===== src/rtl/fp_div_pkg.sv =====
// Shared types and helpers for the FP divider
// issue queue slice.
package fp_div_pkg;

  localparam int FP_W = 32;

  typedef enum logic [1:0] {
    IDLE,
    ISSUE,
    WAIT,
    HOLD
  } state_t;

  function automatic logic is_zero(
    input logic [FP_W-1:0] fp
  );
    return fp[FP_W-2:0] == '0;
  endfunction

endpackage


===== src/rtl/fp_div_issue_queue_sync_fifo.sv =====
// Synchronous FIFO with occupancy count;
// head entry is visible combinationally on rdata.
module sync_fifo #(
  parameter int WIDTH = 68,
  parameter int DEPTH = 4
) (
  input  logic                     clk,
  input  logic                     rst,
  input  logic                     push,
  input  logic                     pop,
  input  logic [WIDTH-1:0]         wdata,
  output logic [WIDTH-1:0]         rdata,
  output logic                     full,
  output logic                     empty,
  output logic [$clog2(DEPTH):0]   count
);

  localparam int AW = $clog2(DEPTH);

  logic [WIDTH-1:0] mem [DEPTH];
  logic [AW-1:0]    wr_ptr;
  logic [AW-1:0]    rd_ptr;
  logic             do_push;
  logic             do_pop;

  assign full    = count == DEPTH[AW:0];
  assign empty   = count == '0;
  assign do_push = push & ~full;
  assign do_pop  = pop & ~empty;
  assign rdata   = mem[rd_ptr];

  always_ff @(posedge clk) begin
    if (do_push) mem[wr_ptr] <= wdata;
  end

  // DEPTH is a power of two, so pointers wrap naturally
  always_ff @(posedge clk or negedge rst) begin
    if (!rst) begin
      wr_ptr <= '0;
      rd_ptr <= '0;
      count  <= '0;
    end else begin
      if (do_push) wr_ptr <= wr_ptr + 1'b1;
      if (do_pop)  rd_ptr <= rd_ptr + 1'b1;
      unique case ({do_push, do_pop})
        2'b10:   count <= count + 1'b1;
        2'b01:   count <= count - 1'b1;
        default: count <= count;
      endcase
    end
  end

endmodule


===== src/rtl/fp_div_issue_queue.sv =====
// Operand queue and one-at-a-time issue control
// in front of the single-precision divider.
module fp_div_issue_queue
  import fp_div_pkg::*;
#(
  parameter int DEPTH = 4,
  parameter int TAG_W = 4
) (
  input  logic                   clk,
  input  logic                   rst,
  input  logic                   in_valid,
  output logic                   in_ready,
  input  logic [31:0]            in_a,
  input  logic [31:0]            in_b,
  input  logic [TAG_W-1:0]       in_tag,
  output logic                   div_start,
  output logic [31:0]            div_dividened,
  output logic [31:0]            div_divisor,
  input  logic                   div_busy,
  input  logic                   div_valid,
  input  logic [31:0]            div_out,
  output logic                   res_valid,
  input  logic                   res_ready,
  output logic [31:0]            res_data,
  output logic [TAG_W-1:0]       res_tag,
  output logic                   res_dz,
  output logic [$clog2(DEPTH):0] count
);

  localparam int EW = 2*FP_W + TAG_W;

  state_t            state;
  state_t            state_nx;
  logic              push;
  logic              pop;
  logic              full;
  logic              empty;
  logic [EW-1:0]     wdata;
  logic [EW-1:0]     rdata;
  logic [FP_W-1:0]   head_a;
  logic [FP_W-1:0]   head_b;
  logic [TAG_W-1:0]  head_tag;
  logic [TAG_W-1:0]  tag_q;
  logic              dz_q;

  assign in_ready = ~full;
  assign push     = in_valid & in_ready;
  assign wdata    = {in_a, in_b, in_tag};
  assign {head_a, head_b, head_tag} = rdata;

  sync_fifo #(
    .WIDTH (EW),
    .DEPTH (DEPTH)
  ) u_fifo (
    .clk   (clk),
    .rst   (rst),
    .push  (push),
    .pop   (pop),
    .wdata (wdata),
    .rdata (rdata),
    .full  (full),
    .empty (empty),
    .count (count)
  );

  always_comb begin
    state_nx = state;
    pop      = 1'b0;
    unique case (state)
      IDLE: begin
        if (!empty && !div_busy) begin
          state_nx = ISSUE;
          pop      = 1'b1;
        end
      end
      ISSUE: state_nx = WAIT;
      WAIT: begin
        if (div_valid) state_nx = HOLD;
      end
      HOLD: begin
        if (res_ready) state_nx = IDLE;
      end
      default: state_nx = IDLE;
    endcase
  end

  always_ff @(posedge clk or negedge rst) begin
    if (!rst) begin
      state <= IDLE;
    end else begin
      state <= state_nx;
    end
  end

  // pop only happens on the IDLE->ISSUE edge
  always_ff @(posedge clk or negedge rst) begin
    if (!rst) begin
      div_start     <= 1'b0;
      div_dividened <= '0;
      div_divisor   <= '0;
      tag_q         <= '0;
      dz_q          <= 1'b0;
    end else begin
      div_start <= pop;
      if (pop) begin
        div_dividened <= head_a;
        div_divisor   <= head_b;
        tag_q         <= head_tag;
        dz_q          <= is_zero(head_b);
      end
    end
  end

  always_ff @(posedge clk or negedge rst) begin
    if (!rst) begin
      res_valid <= 1'b0;
      res_data  <= '0;
      res_tag   <= '0;
      res_dz    <= 1'b0;
    end else if (state == WAIT && div_valid) begin
      res_valid <= 1'b1;
      res_data  <= div_out;
      res_tag   <= tag_q;
      res_dz    <= dz_q;
    end else if (state == HOLD && res_ready) begin
      res_valid <= 1'b0;
    end
  end

endmodule


===== config.mk =====
export PLATFORM = sky130hd
export DESIGN_NAME = fp_div_issue_queue
export DESIGN_NICKNAME = d
export VERILOG_FILES = /design/src/rtl/fp_div_pkg.sv /design/src/rtl/fp_div_issue_queue_sync_fifo.sv /design/src/rtl/fp_div_issue_queue.sv
export SDC_FILE = /design/constraint.sdc
export NUM_CORES = 1
export LEC_CHECK = 0
export ABC_AREA = 1
export CAP_MARGIN = 20
export CORE_MARGIN = 5
export CORE_UTILIZATION = 23
export CTS_CLUSTER_DIAMETER = 80
export DETAILED_ROUTE_END_ITERATION = 10
export GPL_TIMING_DRIVEN = 0
export PLACE_DENSITY = 0.51
export SYNTH_ARGS = -nofsm -noshare
export SYNTH_HDL_FRONTEND = slang
export SYNTH_SLANG_ARGS = --single-unit

===== constraint.sdc =====
create_clock -name clk -period 6.55 [get_ports clk]
set_clock_uncertainty 0.1 [all_clocks]
set_input_delay 1.31 -clock clk [delete_from_list [all_inputs] [get_ports clk]]
set_output_delay 1.31 -clock clk [all_outputs]
set_load 0.03 [all_outputs]

After elaboration in Yosys (flattened, before gate mapping)
Memory sizes are Yosys's and may differ from the RTL's.
Index checks and enable logic that the tools add are counted.
Widths: inputs -> output; s select.
Cells by class
  add/sub/neg operators: 4
  equality and inequality tests: 9
  mux-type cells: 11
  bitwise gates (word level): 5
  reductions and logical operators: 11
Operators with widths (number)
  $logic_not 31->1: 1
  $pmux 2 s4: 1
  $eq 2x2->1 const B: 3
  $mux 1: 6
  $mux 2: 3
  $ne 2x2->1 const B: 3
  $pmux 3 s2: 1
  $add 2x1->2 const B: 2
  $eq 2x1->1 const B: 2
  $reduce_bool 2->1: 2
  $add 3x1->3 const B: 1
  $and 1x1->1: 3
  $eq 3x3->1 const B: 1
  $logic_and 1x1->1: 3
  $logic_not 3->1: 1
  $reduce_and 3->1: 1
  $sub 3x1->3 const B: 1
  $logic_not 1->1: 2
  $logic_not 2->1: 1
  $not 1->1: 2
Storage, ports and cells
  flip-flop bits (word level): 117
  RAM bits: 272
  output and inout bits: 107
  word-level logic and storage cells: 54
  memories kept: 1
Memory list
  u_fifo.mem: depth 4, bits a word 68, rd ports 1, clocked after memory_dff 0, write ports 1, line fp_div_issue_queue_sync_fifo.sv:20  | logic [WIDTH-1:0] mem [DEPTH];

Logic depth before layout (Yosys ltp)
  depth after elaboration: 8
  gate-level depth with buffers: 12
  mapped depth without buffers: 10

Cells and area by module
A second synthesis with hierarchy kept.
Unflattened totals
  cell total of the unflattened synthesis: 1285
  area, all modules: 15738.8 um^2
Modules (own cells, without submodules)
  sync_fifo: times used 1, cells each 855, area each 11328.4 um^2, seq. area each 8343.0 um^2
  fp_div_issue_queue: times used 1, cells each 430, area each 4410.5 um^2, seq. area each 2752.6 um^2

Least setup slack after synthesis
No wires, ideal clock.
  path kind: in2reg
  start point: input in_valid
  end point: memory u_fifo.mem[0][0] (enable)
  library setup time: 495 ps
  arrival time: 4350 ps
  required time: 5955 ps
  setup slack: 1606 ps
  stages on the path: 2
  buffers on the path: 0
  cells stage by stage: nand2_1 > nor2_1
Between the ends
  cells in the longest elaborated chain, start to end: 4
Ends and longest elaborated chain
  start: declaration: line fp_div_issue_queue.sv:11  | input logic in_valid,
  $and 1x1->1: line fp_div_issue_queue.sv:47  | assign push = in_valid & in_ready;
  $and 1x1->1: line fp_div_issue_queue_sync_fifo.sv:28  | assign do_push = push & ~full;
  $mux 1: line fp_div_issue_queue_sync_fifo.sv:33  | if (do_push) mem[wr_ptr] <= wdata;
  $mux 1 (implied by the code): line fp_div_issue_queue_sync_fifo.sv:33
  end: declaration: line fp_div_issue_queue_sync_fifo.sv:20
Every way passes these cells.

Worst setup path in the final report
  start point: input div_busy
  end point: register u_fifo.count[2]
Between the ends
  cells in the longest elaborated chain, start to end: 7
Ends and longest elaborated chain
  start: declaration: line fp_div_issue_queue.sv:19  | input logic div_busy,
  $logic_not 1->1 *: line fp_div_issue_queue.sv:71  | if (!empty && !div_busy) begin
  $logic_and 1x1->1 *: line fp_div_issue_queue.sv:71
  $mux 1 *: line fp_div_issue_queue.sv:71
  $mux 1 *: line fp_div_issue_queue.sv:69  | unique case (state)
  $and 1x1->1 *: line fp_div_issue_queue_sync_fifo.sv:29  | assign do_pop = pop & ~empty;
  via u_fifo.do_pop: line fp_div_issue_queue_sync_fifo.sv:24  | logic do_pop;
  $eq 2x1->1 / $eq 2x2->1 (equally long branches): line fp_div_issue_queue_sync_fifo.sv:45  | unique case ({do_push, do_pop})
  $pmux 3 s2 / $reduce_bool 2->1 (equally long branches)
  end signal: assignment: line fp_div_issue_queue_sync_fifo.sv:46  | 2'b10: count <= count + 1'b1;
  end signal: assignment: line fp_div_issue_queue_sync_fifo.sv:47  | 2'b01: count <= count - 1'b1;
  end signal: assignment: line fp_div_issue_queue_sync_fifo.sv:48  | default: count <= count;
  end: declaration: line fp_div_issue_queue_sync_fifo.sv:15  | output logic [$clog2(DEPTH):0] count
The timed path passes the listed nets; every way through them passes the cells marked *.
A chain may end at the register's enable or synchronous reset.

==> summary.txt <==
Synth
  – Synthesized netlist cell count: 1162
  – Avg Synthesized Cell Area: 12.73 um^2
  – Fraction of registers with async set or reset after synthesis: 0.3008
  – Yosys warns: 0
  – Cell type with the largest total area after synthesis: sky130_fd_sc_hd__edfxtp_1
  – Top cell type's share of synthesized area: 0.5521
  – Count of flip-flops with a built-in enable after synthesis: 272
  – Area of the mapped netlist: 14800 um^2
  – Synthesis-stage register bit count: 389
  – Number of distinct library cells after synthesis: 25
  – Main area contributors after synthesis: sky130_fd_sc_hd__edfxtp_1 (55%), sky130_fd_sc_hd__dfrtp_1 (20%), sky130_fd_sc_hd__nand2_1 (8.2%)
  – Synthesized net count: 1278
  – Most numerous cell in the Yosys netlist: sky130_fd_sc_hd__nand2_1
  – Seq/Total Area, Yosys: 0.7499
  – Most instantiated flip-flop cell in the synthesis netlist: sky130_fd_sc_hd__edfxtp_1
  – Top post-synthesis cells by count: sky130_fd_sc_hd__nand2_1 (325), sky130_fd_sc_hd__edfxtp_1 (272), sky130_fd_sc_hd__dfrtp_1 (117), sky130_fd_sc_hd__o21ai_0 (112), sky130_fd_sc_hd__nor2_1 (92)

STA
  – Slew @ Worst Pin: 0.6798 ns
  – Final setup viols: 0
  – Normalized max-slew margin: 0.5457
  – Period minus WS final: 3.701 ns
  – Share of the cycle needed by the critical path after routing: 0.5650
  – Number of hold violations in the final report: 0
  – Highest clock rate: 270.2 MHz
  – Setup repair after global routing missed its margin: no
  – WHS: 0.3765 ns
  – Number of pins exceeding their max-slew limit in the final report: 0
  – Final worst slack: 2.849 ns

Layout
  – Core Util, Final: 0.3093
  – Storage element area: 11100 um^2
  – Net count, final: 1552
  – Fraction of layout instances using a drive strength above 1: 0.1146
  – Area growth from synthesis to layout: 34.05%
  – Total of fill cells in the finished design: 6450
  – Area of the multi-input gates: 3306 um^2

Power and ir drop
  – Total leakage power: 7.472 nW
  – Ratio of total power to cell area: 497.8 nW/um^2
  – Worst ir drop on vdd: 0.1780 mV
  – Design Power: 9.873 mW

Global route
  – Antenna violations before repair: 8
  – Overflow left after global routing: 0
  – Number of global-route vias before repair: 9963
  – All-layer global routing usage: 0.1205
  – Wire length of the first global-routing pass: 64.29 mm
  – Largest net degree at the start of global routing: 86

Drt
  – Mean number of vias per cell: 4.163
  – Initial DRT Pass Iterations: 5
  – WL final: 43.00 mm
  – DRC errors left: 0
  – Number of vias in the routed layout: 9709
  – Routed Antenna Nets: 0
  – Routed length per instance: 18.44 um
  – Drt initial violations: 587

Status
  – Status: finished clean

Placed design
  – Port Buf Inserts: 212
  – Half-perimeter wire length after detailed placement: 28.74 mm
  – Routability cong.: 0.7400
  – Post-place setup slack: 2.165 ns

Critical path
  – Setup crit end kind: flip-flop
  – R2R Path Start: state[0]
  – Path depth of the worst reg2reg path: 12
  – Endpoint of the worst-slack reg-to-reg timing path: u_fifo.count[2]
  – Required time reported for the critical path endpoint: 6.91 ns
  – Crit start category: input port
  – Crit Path Max Fanout: 10
  – Slack of the worst reg-to-reg path: 3.38 ns
  – Worst setup path startpoint: div_busy
  – Arr. time, crit path: 4.06 ns
  – Worst Path Class, Setup: in -> reg

Clocking
  – Post-cts hold buffer count: 0
  – Clock latency reported for the late side of the worst-skew pair: 0.58 ns
  – Total of cells resized after clock tree synthesis: 0
  – Number of buffers created by CTS: 47
  – Maximum count of clock buffers along a single path: 3
  – CTS root buffer: sky130_fd_sc_hd__clkbuf_16
  – CTS tree: yes
  – Max H-tree Level: 2
  – Clock slew at the register clock pins of the worst setup and hold paths: 0.05 ns
  – Sink count of the clock tree: 389
  – Setup fix buffers added after clock tree synthesis: 0

Die
  – Die height: 263.6 um
  – Top-level I/O count: 213
  – Site Rows: 93
  – Die outline width: 263.6 um
  – Starting Density: 0.2308
  – DIE AREA: 69500 um^2
  – Standard cell core area: 64120 um^2

Hold path
  – Hold endpoint: res_valid
  – Class of the worst hold path: reg -> reg
  – Hold Path Stages: 2
  – Beginning of the worst hold path: res_valid

Run
  – Max Cap Violations: 0
## cell usage in the layout (no fill, tap or decap), drive strengths merged
cell type / instances
dfrtp: 117
ha: 9
xor2: 4
o21ai: 114
mux2: 33
o21a: 1
nand3: 64
fa: 1
a21oi: 4
clkinv: 10
inv: 30
diode: 2
xnor2: 1
bufinv: 1
nor2: 92
o22ai: 37
edfxtp: 272
clkbuf: 90
clkinvlp: 1
nand2: 325
nor3: 1
o211ai: 1
buf: 56
clkdlybuf4s50: 211
## sequential cells by signal (all words and copies together) (netlist names), 2 cells and up
register	count
div_dividened	32
div_divisor	32
res_data	32
res_tag	4
state	2
tag_q	4
u_fifo.count	3
u_fifo.mem	272
u_fifo.rd_ptr	2
u_fifo.wr_ptr	2
## worst max path at each step
stage,to
floorplan,u_fifo.mem[0][0]
global placement,u_fifo.mem[0][64]
detailed placement,u_fifo.count[2]
CTS,u_fifo.count[2]
global route,u_fifo.count[2]
finish,u_fifo.count[2]
## logic make-up (layout without fill, tap and decap cells)
logic type,after synthesis,after routing,share of synthesized area
AO/OA/AOI/OAI,157,157,0.05658
XOR/XNOR,5,5,0.002960
adder cells (fa/ha/maj),10,10,0.008964
buffers and inverters,86,399,0.02867
flip-flops,389,389,0.7499
multiplexers,33,33,0.02512
other,0,2,0
AND/OR/NAND/NOR,482,482,0.1278
## final cells by class
class | instances | area share
Antenna cell | 2 | 0.0002523
Timing Repair Buffer | 225 | 0.1225
Sequential cell | 389 | 0.5595
Multi-Input combinational cell | 687 | 0.1667
Tap cell | 855 | 0.05394
Buffer | 63 | 0.01691
Inverter | 23 | 0.004479
Clock inverter | 19 | 0.007760
Clock buffer | 69 | 0.06807
## power breakdown
| part | internal [mW] | leakage, nW | switching, mW |
|---|---|---|---|
| combinational | 1.34 | 2.81 | 2.43 |
| clock | 1.48 | 0.740 | 1.04 |
| sequential | 3.34 | 3.93 | 0.243 |
| total | 6.16 | 7.47 | 3.71 |
## per-layer routing
| layer | up-vias | GRT usage | part of all wire |
|---|---|---|---|
| li1 | 4608 | - | - |
| met1 | 4771 | 0.1578 | 0.45 |
| met2 | 255 | 0.1940 | 0.46 |
| met3 | 67 | 0.03804 | 0.068 |
| met4 | 8 | 0.03318 | 0.020 |
| met5 | - | 0 | 0.0011 |
## worst max-delay path, cell delays in order
cell                              delay [ns]
sky130_fd_sc_hd__clkdlybuf4s50_1        0.40
sky130_fd_sc_hd__inv_1                  0.06
sky130_fd_sc_hd__nand2_1                0.08
sky130_fd_sc_hd__nor2_1                 0.35
sky130_fd_sc_hd__buf_2                  0.43
sky130_fd_sc_hd__buf_2                  0.39
sky130_fd_sc_hd__ha_1                   0.20
sky130_fd_sc_hd__inv_1                  0.06
sky130_fd_sc_hd__fa_1                   0.37
sky130_fd_sc_hd__a21oi_1                0.14
sky130_fd_sc_hd__o21ai_0                0.11
sky130_fd_sc_hd__xor2_1                 0.15
## through the flow
| stage | TNS, ns | cells | instance area [um^2] |
|---|---|---|---|
| 6_report | 0 | 2332 | 19830 |
| 5_1_grt | 0 | 2330 | 19830 |
| 4_1_cts | 0 | 2330 | 19830 |
| 3_5_place_dp | 0 | 2242 | 18320 |
| 3_3_place_gp | -686.70 | 2229 | 17990 |
| 2_1_floorplan | 0 | 1162 | 14800 |
Note: power is estimated with default switching activity, not from simulation.
